==> src/rtl/regfile_wdec_clr_pkg.sv <==
`default_nettype none
// ============================================================================
// Module   : rf_pkg
// Brief    : Shared FSM state type and sizing helper for regfile_wdec_clr.
// Revision : 1.0
// ============================================================================
package rf_pkg;

  typedef enum logic [0:0] {
    IDLE  = 1'b0,
    CLEAR = 1'b1
  } state_t;

  function automatic int nregs(input int addr_w);
    return 1 << addr_w;
  endfunction

endpackage
`default_nettype wire

==> src/rtl/regfile_wdec_clr_if.sv <==
`default_nettype none
// ============================================================================
// Module   : regfile_wdec_clr_if
// Brief    : Write/read/clear bus between write-back, ALU muxes and the regfile.
// Revision : 1.0
// ============================================================================
interface regfile_wdec_clr_if
  import rf_pkg::*;
#(
  parameter int ADDR_W = 4,
  parameter int DATA_W = 16
);
  localparam int NREGS = nregs(ADDR_W);

  logic              wr;
  logic [ADDR_W-1:0] wa;
  logic [DATA_W-1:0] wd;
  logic              clr;
  logic [ADDR_W-1:0] ra_a;
  logic [ADDR_W-1:0] ra_b;
  logic [DATA_W-1:0] rd_a;
  logic [DATA_W-1:0] rd_b;
  logic [NREGS-1:0]  wen;
  logic              busy;
  logic              wr_drop;

  modport master (
    output wr, wa, wd, clr, ra_a, ra_b,
    input  rd_a, rd_b, wen, busy, wr_drop
  );

  modport slave (
    input  wr, wa, wd, clr, ra_a, ra_b,
    output rd_a, rd_b, wen, busy, wr_drop
  );

endinterface
`default_nettype wire

==> src/rtl/regfile_wdec_clr_wdec_onehot.sv <==
`default_nettype none
// ============================================================================
// Module   : wdec_onehot
// Brief    : ADDR_W to 2**ADDR_W one-hot decoder with enable.
// Revision : 1.0
// ============================================================================
module wdec_onehot
  import rf_pkg::*;
#(
  parameter int ADDR_W = 4
) (
  input  logic                    en,
  input  logic [ADDR_W-1:0]       addr,
  output logic [nregs(ADDR_W)-1:0] onehot
);

  always_comb begin
    onehot = '0;
    if (en) begin
      onehot[addr] = 1'b1;
    end
  end

endmodule
`default_nettype wire

==> src/rtl/regfile_wdec_clr.sv <==
`default_nettype none
// ============================================================================
// Module   : regfile_wdec_clr
// Brief    : 2**ADDR_W x DATA_W register file, one-hot write decode, two async
//            read ports with optional write-through, and a sequential clear.
// Revision : 1.0
// ============================================================================
module regfile_wdec_clr
  import rf_pkg::*;
#(
  parameter int ADDR_W   = 4,
  parameter int DATA_W   = 16,
  parameter int ZERO_REG = 0,
  parameter int BYPASS   = 1
) (
  input  logic               clk,
  input  logic               resetn,
  regfile_wdec_clr_if.slave  bus
);

  localparam int              NREGS  = nregs(ADDR_W);
  localparam logic [ADDR_W-1:0] C_LAST = ADDR_W'(NREGS - 1);

  state_t            r_state;
  state_t            w_state_nxt;
  logic [ADDR_W-1:0] r_cnt;
  logic [ADDR_W-1:0] w_cnt_nxt;
  logic              r_wr_drop;
  logic              w_idle;
  logic [NREGS-1:0]  w_wen_raw;
  logic [NREGS-1:0]  w_wen;
  logic [DATA_W-1:0] w_rf [NREGS];

  assign w_idle = (r_state == IDLE);

  // Writes are only decoded while idle; the clear engine owns the array otherwise.
  wdec_onehot #(
    .ADDR_W (ADDR_W)
  ) u_wdec (
    .en     (bus.wr && w_idle),
    .addr   (bus.wa),
    .onehot (w_wen_raw)
  );

  always_comb begin
    w_wen = w_wen_raw;
    if (ZERO_REG != 0) begin
      w_wen[0] = 1'b0;
    end
  end

  always_ff @(posedge clk or negedge resetn) begin
    if (!resetn) begin
      r_state   <= IDLE;
      r_cnt     <= '0;
      r_wr_drop <= 1'b0;
    end else begin
      r_state   <= w_state_nxt;
      r_cnt     <= w_cnt_nxt;
      r_wr_drop <= bus.wr && !w_idle;
    end
  end

  // The counter is ADDR_W bits, so stepping past the last index wraps to 0.
  always_comb begin
    w_state_nxt = r_state;
    w_cnt_nxt   = r_cnt;
    case (r_state)
      IDLE: begin
        if (bus.clr) begin
          w_state_nxt = CLEAR;
          w_cnt_nxt   = '0;
        end
      end
      CLEAR: begin
        w_cnt_nxt = r_cnt + ADDR_W'(1);
        if (r_cnt == C_LAST) begin
          w_state_nxt = IDLE;
        end
      end
      default: begin
        w_state_nxt = IDLE;
        w_cnt_nxt   = '0;
      end
    endcase
  end

  for (genvar i = 0; i < NREGS; i++) begin : g_reg
    localparam logic [ADDR_W-1:0] C_IDX = ADDR_W'(i);
    if ((ZERO_REG != 0) && (i == 0)) begin : g_zero
      assign w_rf[i] = '0;
    end else begin : g_store
      logic [DATA_W-1:0] r_q;
      always_ff @(posedge clk or negedge resetn) begin
        if (!resetn) begin
          r_q <= '0;
        end else if (!w_idle && (r_cnt == C_IDX)) begin
          r_q <= '0;
        end else if (w_wen[i]) begin
          r_q <= bus.wd;
        end
      end
      assign w_rf[i] = r_q;
    end
  end

  // w_wen is all-zero during a clear, which also disables the write-through path.
  always_comb begin
    bus.rd_a = w_rf[bus.ra_a];
    if ((ZERO_REG != 0) && (bus.ra_a == '0)) begin
      bus.rd_a = '0;
    end else if ((BYPASS != 0) && w_wen[bus.ra_a]) begin
      bus.rd_a = bus.wd;
    end
  end

  always_comb begin
    bus.rd_b = w_rf[bus.ra_b];
    if ((ZERO_REG != 0) && (bus.ra_b == '0)) begin
      bus.rd_b = '0;
    end else if ((BYPASS != 0) && w_wen[bus.ra_b]) begin
      bus.rd_b = bus.wd;
    end
  end

  assign bus.wen     = w_wen;
  assign bus.busy    = !w_idle;
  assign bus.wr_drop = r_wr_drop;

endmodule
`default_nettype wire
==> src/flat_wrapper.sv <==
// flat-port wrapper written by rule: the top's interface ports become plain ports
module regfile_wdec_clr_flat import rf_pkg::*;
#(
  parameter int ADDR_W   = 4,
  parameter int DATA_W   = 16,
  parameter int ZERO_REG = 0,
  parameter int BYPASS   = 1
)
  (clk, resetn, bus_wr, bus_wa, bus_wd, bus_clr, bus_ra_a, bus_ra_b, bus_rd_a, bus_rd_b, bus_wen, bus_busy, bus_wr_drop);
  regfile_wdec_clr_if #(.ADDR_W(ADDR_W), .DATA_W(DATA_W)) bus_i ();
  input  logic clk;
  input  logic resetn;
  input wire logic [$bits(bus_i.wr)-1:0] bus_wr;
  input wire logic [$bits(bus_i.wa)-1:0] bus_wa;
  input wire logic [$bits(bus_i.wd)-1:0] bus_wd;
  input wire logic [$bits(bus_i.clr)-1:0] bus_clr;
  input wire logic [$bits(bus_i.ra_a)-1:0] bus_ra_a;
  input wire logic [$bits(bus_i.ra_b)-1:0] bus_ra_b;
  output wire logic [$bits(bus_i.rd_a)-1:0] bus_rd_a;
  output wire logic [$bits(bus_i.rd_b)-1:0] bus_rd_b;
  output wire logic [$bits(bus_i.wen)-1:0] bus_wen;
  output wire logic [$bits(bus_i.busy)-1:0] bus_busy;
  output wire logic [$bits(bus_i.wr_drop)-1:0] bus_wr_drop;
  assign bus_i.wr = bus_wr;
  assign bus_i.wa = bus_wa;
  assign bus_i.wd = bus_wd;
  assign bus_i.clr = bus_clr;
  assign bus_i.ra_a = bus_ra_a;
  assign bus_i.ra_b = bus_ra_b;
  assign bus_rd_a = bus_i.rd_a;
  assign bus_rd_b = bus_i.rd_b;
  assign bus_wen = bus_i.wen;
  assign bus_busy = bus_i.busy;
  assign bus_wr_drop = bus_i.wr_drop;
  regfile_wdec_clr #(.ADDR_W(ADDR_W), .DATA_W(DATA_W), .ZERO_REG(ZERO_REG), .BYPASS(BYPASS)) u_core (.clk(clk), .resetn(resetn), .bus(bus_i));
endmodule
==> config.mk <==
export PLATFORM = sky130hd
export DESIGN_NAME = regfile_wdec_clr_flat
export DESIGN_NICKNAME = d
export VERILOG_FILES = /design/src/rtl/regfile_wdec_clr_pkg.sv /design/src/rtl/regfile_wdec_clr_if.sv /design/src/rtl/regfile_wdec_clr_wdec_onehot.sv /design/src/rtl/regfile_wdec_clr.sv /design/src/flat_wrapper.sv
export SDC_FILE = /design/constraint.sdc
export NUM_CORES = 1
export LEC_CHECK = 0
export ABC_AREA = 1
export ABC_CLOCK_PERIOD_IN_PS = 1600
export BUFFER_PORTS_ARGS = -buffer_cell sky130_fd_sc_hd__buf_2
export CORE_ASPECT_RATIO = 1.1
export CORE_MARGIN = 5
export CORE_UTILIZATION = 30
export CTS_CLUSTER_DIAMETER = 40
export DETAILED_ROUTE_END_ITERATION = 10
export PLACE_DENSITY = 0.57
export SYNTH_ARGS = -nofsm -noshare
export SYNTH_HDL_FRONTEND = slang
export SYNTH_SLANG_ARGS = --single-unit
export TNS_END_PERCENT = 5
==> constraint.sdc <==
create_clock -name clk -period 1.6 [get_ports clk]
set_input_delay 0.08 -clock clk [delete_from_list [all_inputs] [get_ports clk]]
set_output_delay 0.08 -clock clk [all_outputs]
set_load 0.02 [all_outputs]
* Word level (Yosys, flattened, before mapping) *
Index checks and enable logic that the tools add are counted.

word-level totals
  bits in registers = 262
  output and inout bits = 50
  word-level logic and storage cells = 133
  input port bits = 32

cells by class
  order comparisons = 6
  eq/ne operators = 16
  reduce and logical (&&, ||, !) cells = 36
  mux-type cells = 52
  bitwise logic cells = 3
  add/sub/neg operators = 1

operators with widths
  cell                 number
  $mux 16              39
  $bmux 16 s4          2
  $eq 4x4->1 const B   8
  $reduce_bool 2->1    16
  $logic_and 1x1->1    19
  $eq 4x3->1 const B   4
  $lt 4x5->1 const B   3
  $ge 5x5->1 const B   2
  $not 4->5            2
  $bmux 1 s4           2
  $eq 4x2->1 const B   2
  $pmux 4 s2           1
  $mux 1               5
  $add 4x1->4 const B  1
  $demux 1 s4          1
  $eq 4x1->1 const B   1
  $ge 4x1->1 const B   1
  $logic_not 4->1      1
  $mux 4               1
  $ne 2x2->1 const B   1
  $pmux 1 s2           1
  $not 1->1            1

* Depth between registers and ports, before layout *
Gate-level depths: netlist of the first run.

  depth in word-level cells = 8
  gate-level depth with buffers = 14
  gate-level depth less buffers = 11

* By module *
From an unflattened synthesis of the first run, not the netlist that was laid out.

unflattened totals
  cells, all modules = 2522
  area, all modules = 17030.1 um2

modules (own cells, without submodules)
  module            cells an instance  sequential area each (um2)  area each (um2)  times used
  regfile_wdec_clr  2489               6556.3                      16889.9          1
  wdec_onehot       33                 0.0                         140.1            1

* Worst setup path after synthesis of the first run *
No wires, ideal clock.

  path kind = register to output
  start point = reg u_core.r_state (netlist: u_core.bus.busy)
  end point = out bus_rd_b[10]
  slack = -0.350 ns
  arrival time = 1.870 ns
  cell stages (with the launch flop) = 14
  data required time = 1.520 ns
  path buffers = 4
  cell sequence = dfrtp_1 > buf_6 > nor2_2 > buf_6 > nand3_1 > buf_6 > nand2_1 > nand3_1 > nand3_2 > nand3_4 > nand2_4 > buf_6 > nand2_1 > nand2_1

on the way
  longest elaborated chain between the ends = 6

RTL lines
  what                          line                                text
  start: declaration            regfile_wdec_clr.sv:24              state_t r_state;
  start signal: assignment      regfile_wdec_clr.sv:58              r_state <= w_state_nxt;
  $not 1->1                     --
  $logic_and 1x1->1             regfile_wdec_clr.sv:40              .en (bus.wr && w_idle),
  $mux 16                       regfile_wdec_clr_wdec_onehot.sv:19  if (en) begin
  $bmux 1 s4                    regfile_wdec_clr.sv:121             end else if ((BYPASS != 0) && w_wen[bus.ra_b]) begin
  $mux 1 (implied by the code)  regfile_wdec_clr.sv:121
  $mux 16                       regfile_wdec_clr.sv:121
  end: declaration              flat_wrapper.sv:20                  output wire logic [$bits(bus_i.rd_b)-1:0] bus_rd_b;

No other way between the ends. The select of a mux whose other input is x is not followed.

* Worst setup path after layout of the first run *
  start point = reg u_core.r_state (netlist: u_core.bus.busy)
  end point = out bus_rd_a[13]

on the way
  longest elaborated chain between the ends = 6

RTL lines
  what                          line                                text
  $not 1->1                     --
  $logic_and 1x1->1             regfile_wdec_clr.sv:40
  $mux 16                       regfile_wdec_clr_wdec_onehot.sv:19
  $bmux 1 s4                    regfile_wdec_clr.sv:112             end else if ((BYPASS != 0) && w_wen[bus.ra_a]) begin
  $mux 1 (implied by the code)  regfile_wdec_clr.sv:112
  $mux 16                       regfile_wdec_clr.sv:112
  end: declaration              flat_wrapper.sv:19                  output wire logic [$bits(bus_i.rd_a)-1:0] bus_rd_a;

No other way between the ends. The select of a mux whose other input is x is not followed.

==> results.toml, run 1 <==
[clocking]
cts_htree_levels = 2
cts_buffers = 41
cts_buffer_depth = 3
cts_sinks = 262
insertion_delay_ps = 560
clk_pin_slew_ps = 50
cts_tree = "yes"
clockRootBuffer = "clkbuf_16"

[timing]
fin_ws_ps = -905
fmax_mhz = 399
setup-tns-final_ps = -33470
worst_pin_slew_ps = 689
slew_headroom = 0.540
setup_viol = 84
final_max_slew_viol_count = 0
fin_crit_sh = 1.57
period_minus_slack_ps = 2500
grt_setup_unrepaired = "yes"
hold_viol = 0
clock_skew_ps = 25.9

[pwr]
p_leak_nw = 8.89
ir_drop_uv = 858
pwr_density_cell_nw_per_um2 = 1340

[routing]
drtIter0Drc = 2051
routed_wl_um = 65200
dr.pass1.iters = 6
ant_nets = 0
vias = 16000
drc = 0
routed_via_density = 5.74
wl_per_cell_um = 23.4

[critical_path]
cp_max_fo = 8
cpLargestDelayFamily = "simple AND/OR/NAND/NOR gates"
startpoint_type = "flop"
worstSetupEndpointType = "output port"
path_cells = "nor2_4, buf_6, nand3_4, nand2_2, nand3_2, nand3_2, nand3_4, nand2_8, nand2_1, nand2_1, buf_6"
worstPathArrival_ps = 2420
crit_path_top_delay_cell = "dfrtp_2"
path_class = "reg2out"
worst-path-buf-inv = 2
slowest_delay_ps = 440
worst_ep_required_time_ps = 1520

[grt]
grt_start_max_net_pins = 79
grt_pass1_vias = 15400
grt_antenna_before_repair = 0
grt_use_total = 0.227
overflow = 0
grt_pass1_wl_um = 96400

[layout]
drive_gt1_frac = 0.199
nets = 2142
syn2layout_area_growth_pct = 30.4
antennaDiodeCount = 0
final_util = 0.397

[yosys]
synthTopCellsByArea = "dfrtp_1, nand3_1, o21ai_0"
netlist.area_leader.share = 0.438
yosysMostFrequentCell = "nand3_1"
synth_cell_types = 25
synth_edf_count = 0
netlist_top_cells_count = "nand3_1, o21ai_0, dfrtp_1, nand2_1, inv_1"
ys_ff_latch = 262
syn_area_um2 = 15000
seq_area_frac_synth = 0.438
synth_nets = 2029
yosysWarnings = 0
synth_cells = 1993
ys_async_sr_fraction = 1.00
yosys.area.top_type = "dfrtp_1"
synth_area_per_cell_um2 = 7.51
ys.flop_type = "dfrtp_1"

[hold_path]
hp-class = "in2async"

[status]
status = "complete, but fails checks"
violations = "negative setup slack"

[place]
hpwl_um = 42700
port_buffers = 81
finalWeightedCongestion = 0.942

[floorplanning]
fp.dieW_um = 223
start_util = 0.305
dieArea_um2 = 54500
die_y_um = 244
pin_count = 82
core_um2 = 49100
num_rows = 85

[job]
maxCapViolCount = 0
==> cells by family (layout without fill, tap and decap cells) <==
family | after synthesis | after routing | share of synthesized area
buffers and inverters | 407 | 552 | 0.109
AO/OA/AOI/OAI | 724 | 724 | 0.265
AND/OR/NAND/NOR | 596 | 597 | 0.185
flip-flops | 262 | 262 | 0.438
adder cells (fa/ha/maj) | 4 | 4 | 0.00334
==> sequential cells by signal (all words and copies together) (netlist names) <==
signal / count
u_core.g.g_store.r_q: 256
u_core.bus.wr_drop: 1
u_core.bus.busy: 1
u_core.r_cnt: 4
==> where the power goes <==
group          total [mW]  leakage, nW  internal [mW]  switching [mW]
clock network        9.49        0.673           5.92            3.58
registers            8.95         3.62           8.12           0.829
logic                7.80         4.60           2.91            4.88
total                26.2         8.89           17.0            9.29
==> layer usage <==
layer  vias up  routed length [µm]  part of all wire  track usage
met5         -                   0                 0            0
met4         0                3440             0.053        0.115
met3       195                4860             0.075       0.0302
met2       883               30900              0.47        0.377
met1      7732               25900              0.40        0.291
li1       7198                   -                 -            -
==> worst reg2reg max path, cell delays in order, from the launching register on <==
cell and delay [ps]:
dfrtp_2 440, nor2_4 140, buf_6 180, nand3_4 90, buf_4 240, o21ai_2 150, buf_8 230, o22ai_1 100
==> cell type report <==
| type | count | area (µm²) |
|---|---|---|
| Tap cell | 652 | 816 |
| Clock inverter | 25 | 309 |
| Inverter | 221 | 832 |
| Fill cell | 5038 | 29600 |
| Multi-Input combinational cell | 1325 | 7180 |
| Timing Repair Buffer | 255 | 2680 |
| Clock buffer | 51 | 1140 |
| Sequential cell | 262 | 6560 |
==> path summary, 6_finish.rpt <==
path                                           startpoint                               end  slack [ps]  depth (start not counted)
hold / removal                                     resetn   u_core.g_reg[13].g_store.r_q[3]          10                          2
max in group asynchronous                          resetn   u_core.g_reg[11].g_store.r_q[6]         840                          3
min in group clk                               bus_wd[12]  u_core.g_reg[10].g_store.r_q[12]          40                          4
setup / recovery                          u_core.bus.busy                      bus_rd_a[13]        -900                         11
hold reg to reg            u_core.g_reg[4].g_store.r_q[8]    u_core.g_reg[4].g_store.r_q[8]         520                          2
setup reg to reg                          u_core.bus.busy   u_core.g_reg[12].g_store.r_q[9]        -110                          7
==> through the flow <==
stage / instance area, µm² / total power [mW] / hold WS [ps] / std cells / setup WS, ps
global route: 19500 / 27.4 / 33.8 / 2791 / -968
detailed placement: 17400 / 16.2 / -13.7 / 2705 / -363
global placement: 17400 / 16.0 / -12.4 / 2705 / -303
CTS: 19100 / 25.9 / 8.04 / 2785 / -868
finish: 19500 / 26.2 / 11.3 / 2791 / -905
floorplan: 15100 / 13.0 / -216 / 1993 / -228
==> timing repair <==
| action | CTS | global route |
|---|---|---|
| hold buffers | 3 | 0 |
| cloned | 1 | 1 |
| buffers inserted | 0 | 5 |
| endpoints found under the setup margin | 140 | 226 |
| pin swaps | 4 | 7 |
| resized for setup | 56 | 105 |
| endpoints found under the hold margin | 268 | 0 |
==> placed cells by master (no fill, tap or decap), types with 3 or more instances in the layout <==
cell / instances
buf_8: 5
nor2_1: 12
nand2_2: 42
buf_12: 56
o21ai_2: 4
buf_6: 28
clkinvlp_4: 10
inv_2: 6
a21oi_1: 204
clkinv_4: 3
buf_4: 121
nand2_1: 177
clkbuf_8: 3
clkbuf_1: 5
ha_1: 3
inv_6: 6
o21ai_0: 295
nand2_4: 5
bufinv_16: 5
dlygate4sd3_1: 3
buf_2: 40
inv_1: 210
dfrtp_1: 260
o22ai_1: 163
clkinv_1: 4
nand3_4: 11
clkbuf_16: 44
o211ai_1: 54
nand3_1: 320
nand3_2: 24
Note: power is estimated with default switching activity, not from simulation.
==> run 2: changes to the inputs <==
- SKIP_LAST_GASP: unset -> 1
==> results.toml, run 2 (same netlist as run 1, synthesis figures left out) <==
[status]
status = "complete, but fails checks"
violations = "negative setup slack"

[pwr]
pwr_density_cell_nw_per_um2 = 1350
p_leak_nw = 8.82
netSwitchingPower_mw = 9.18
p_seq_frac = 0.344
combPwrFrac = 0.292
power_frac_clock = 0.365
swShare = 0.353
ir_drop_uv = 771
p_int_mw = 16.8

[place]
port_buffers = 81
hpwl_um = 42700
finalWeightedCongestion = 0.942

[critical_path]
worst-path-buf-inv = 2
cp_max_fo = 8
slowest_delay_ps = 440
worst_ep_required_time_ps = 1520
crit_path_top_delay_cell = "dfrtp_2"
worstSetupEndpointType = "output port"
path_class = "reg2out"
startpoint_type = "flop"
reg2reg_depth = 7
path_depth = 11
worstPathArrival_ps = 2430
cpLargestDelayFamily = "simple AND/OR/NAND/NOR gates"
path_cells = "nor2_4, buf_6, nand3_4, nand2_2, nand3_2, nand3_2, nand3_4, nand2_8, nand2_1, nand2_1, buf_6"

[routing]
vias = 16000
drc = 0
wl_per_cell_um = 23.3
routed_via_density = 5.74
dr.pass1.iters = 6
ant_nets = 0
drtIter0Drc = 2093
routed_wl_um = 64900

[floorplanning]
start_util = 0.305
core_um2 = 49100
dieArea_um2 = 54500
die_y_um = 244
fp.dieW_um = 223
num_rows = 85
pin_count = 82

[clocking]
cts_htree_levels = 2
insertion_delay_ps = 560
clockRootBuffer = "clkbuf_16"
cts_buffers = 41
clk_pin_slew_ps = 50
cts_buffer_depth = 3
cts_sinks = 262
cts_tree = "yes"

[grt]
grt_use_met2 = 0.375
use_met3 = 0.0315
overflow = 0
grt_start_max_net_pins = 79
grt_antenna_before_repair = 0
grt_use_total = 0.227
gr-usage-met1 = 0.290
grt_pass1_vias = 15400
grt_pass1_wl_um = 96300
grt_busiest_layer = "met2"

[timing]
fmax_mhz = 399
fin_ws_ps = -908
whs_ps = 7.83
final_max_slew_viol_count = 0
hold_viol = 0
clock_skew_ps = 28.7
grt_setup_unrepaired = "yes"
fin_crit_sh = 1.57
worst_pin_slew_ps = 655
setup_viol = 149
period_minus_slack_ps = 2510
setup-tns-final_ps = -41920
slew_headroom = 0.563

[layout]
antennaDiodeCount = 0
largest_reg_flops = 256
top_register = "u_core.g.g_store.r_q"
top_regs = "u_core.g.g_store.r_q x256, u_core.r_cnt x4"
drive_gt1_frac = 0.191
syn2layout_area_growth_pct = 28.9
layout_common_cells = "nand3_1, o21ai_0, dfrtp_1, inv_1, a21oi_1"
fill_cells = 5052
nets = 2139
final_common_cell = "nand3_1"

[job]
maxCapViolCount = 0

[hold_path]
hp-class = "in2async"
## run 2: cell types whose count changed in the layout (fill, tap and decap cells not counted), sizes merged
cell    before  now
buf        250  248
clkbuf      53   52
## run 2: per-stage QoR
step	instances	utilization	total power, mW	worst slack, ps	cell area (µm²)
final	2788	0.393	26.0	-908	19300
after global placement	2705	0.354	16.0	-303	17400
after detailed placement	2705	0.354	16.2	-363	17400
after floorplan	1993	-	13.0	-228	15100
after global routing	2788	0.393	27.2	-1010	19300
after CTS	2785	0.386	25.8	-872	19000
## run 2: final timing paths
check,slack (ps),startpoint,end
min reg2reg,520,u_core.g_reg[4].g_store.r_q[8],u_core.g_reg[4].g_store.r_q[8]
max,-910,u_core.bus.busy,bus_rd_a[12]
max in group asynchronous,840,resetn,u_core.g_reg[11].g_store.r_q[6]
min,8,resetn,u_core.g_reg[12].g_store.r_q[2]
max reg2reg,-250,u_core.bus.busy,u_core.g_reg[12].g_store.r_q[5]
min in group clk,70,bus_wd[11],u_core.g_reg[11].g_store.r_q[11]
## run 2: metal layers
layer / vias up / wire [µm]
met5: - / 0
met4: 0 / 3730
met3: 184 / 5070
met2: 885 / 30400
met1: 7726 / 25700
li1: 7197 / -
## run 2: repair_timing
item	in CTS	in global routing
endpoints found under the setup margin	140	224
gates resized for setup	25	71
hold buffers	3	0
setup buffers	0	2
pin swaps	4	12
gates cloned	1	1
hold endpoints to repair	268	0
## run 2: layout make-up
| cell class | instances | area [µm²] | area share |
|---|---|---|---|
| clock buffer | 51 | 1140 | 0.0589 |
| multi-input combinational | 1325 | 7150 | 0.370 |
| tap | 652 | 816 | 0.0423 |
| sequential | 262 | 6560 | 0.340 |
| clock inverter | 25 | 309 | 0.0160 |
| timing repair buffer | 252 | 2510 | 0.130 |
| inverter | 221 | 832 | 0.0431 |
## run 2: power groups by stage
| stage | logic [mW] | registers, mW | clock network, mW |
|---|---|---|---|
| floorplan | 4.25 | 8.79 | 0 |
| global placement | 7.07 | 8.96 | 0 |
| detailed placement | 7.20 | 9.01 | 0 |
| CTS | 7.32 | 8.91 | 9.59 |
| global route | 8.22 | 9.09 | 9.86 |
| finish | 7.60 | 8.94 | 9.48 |
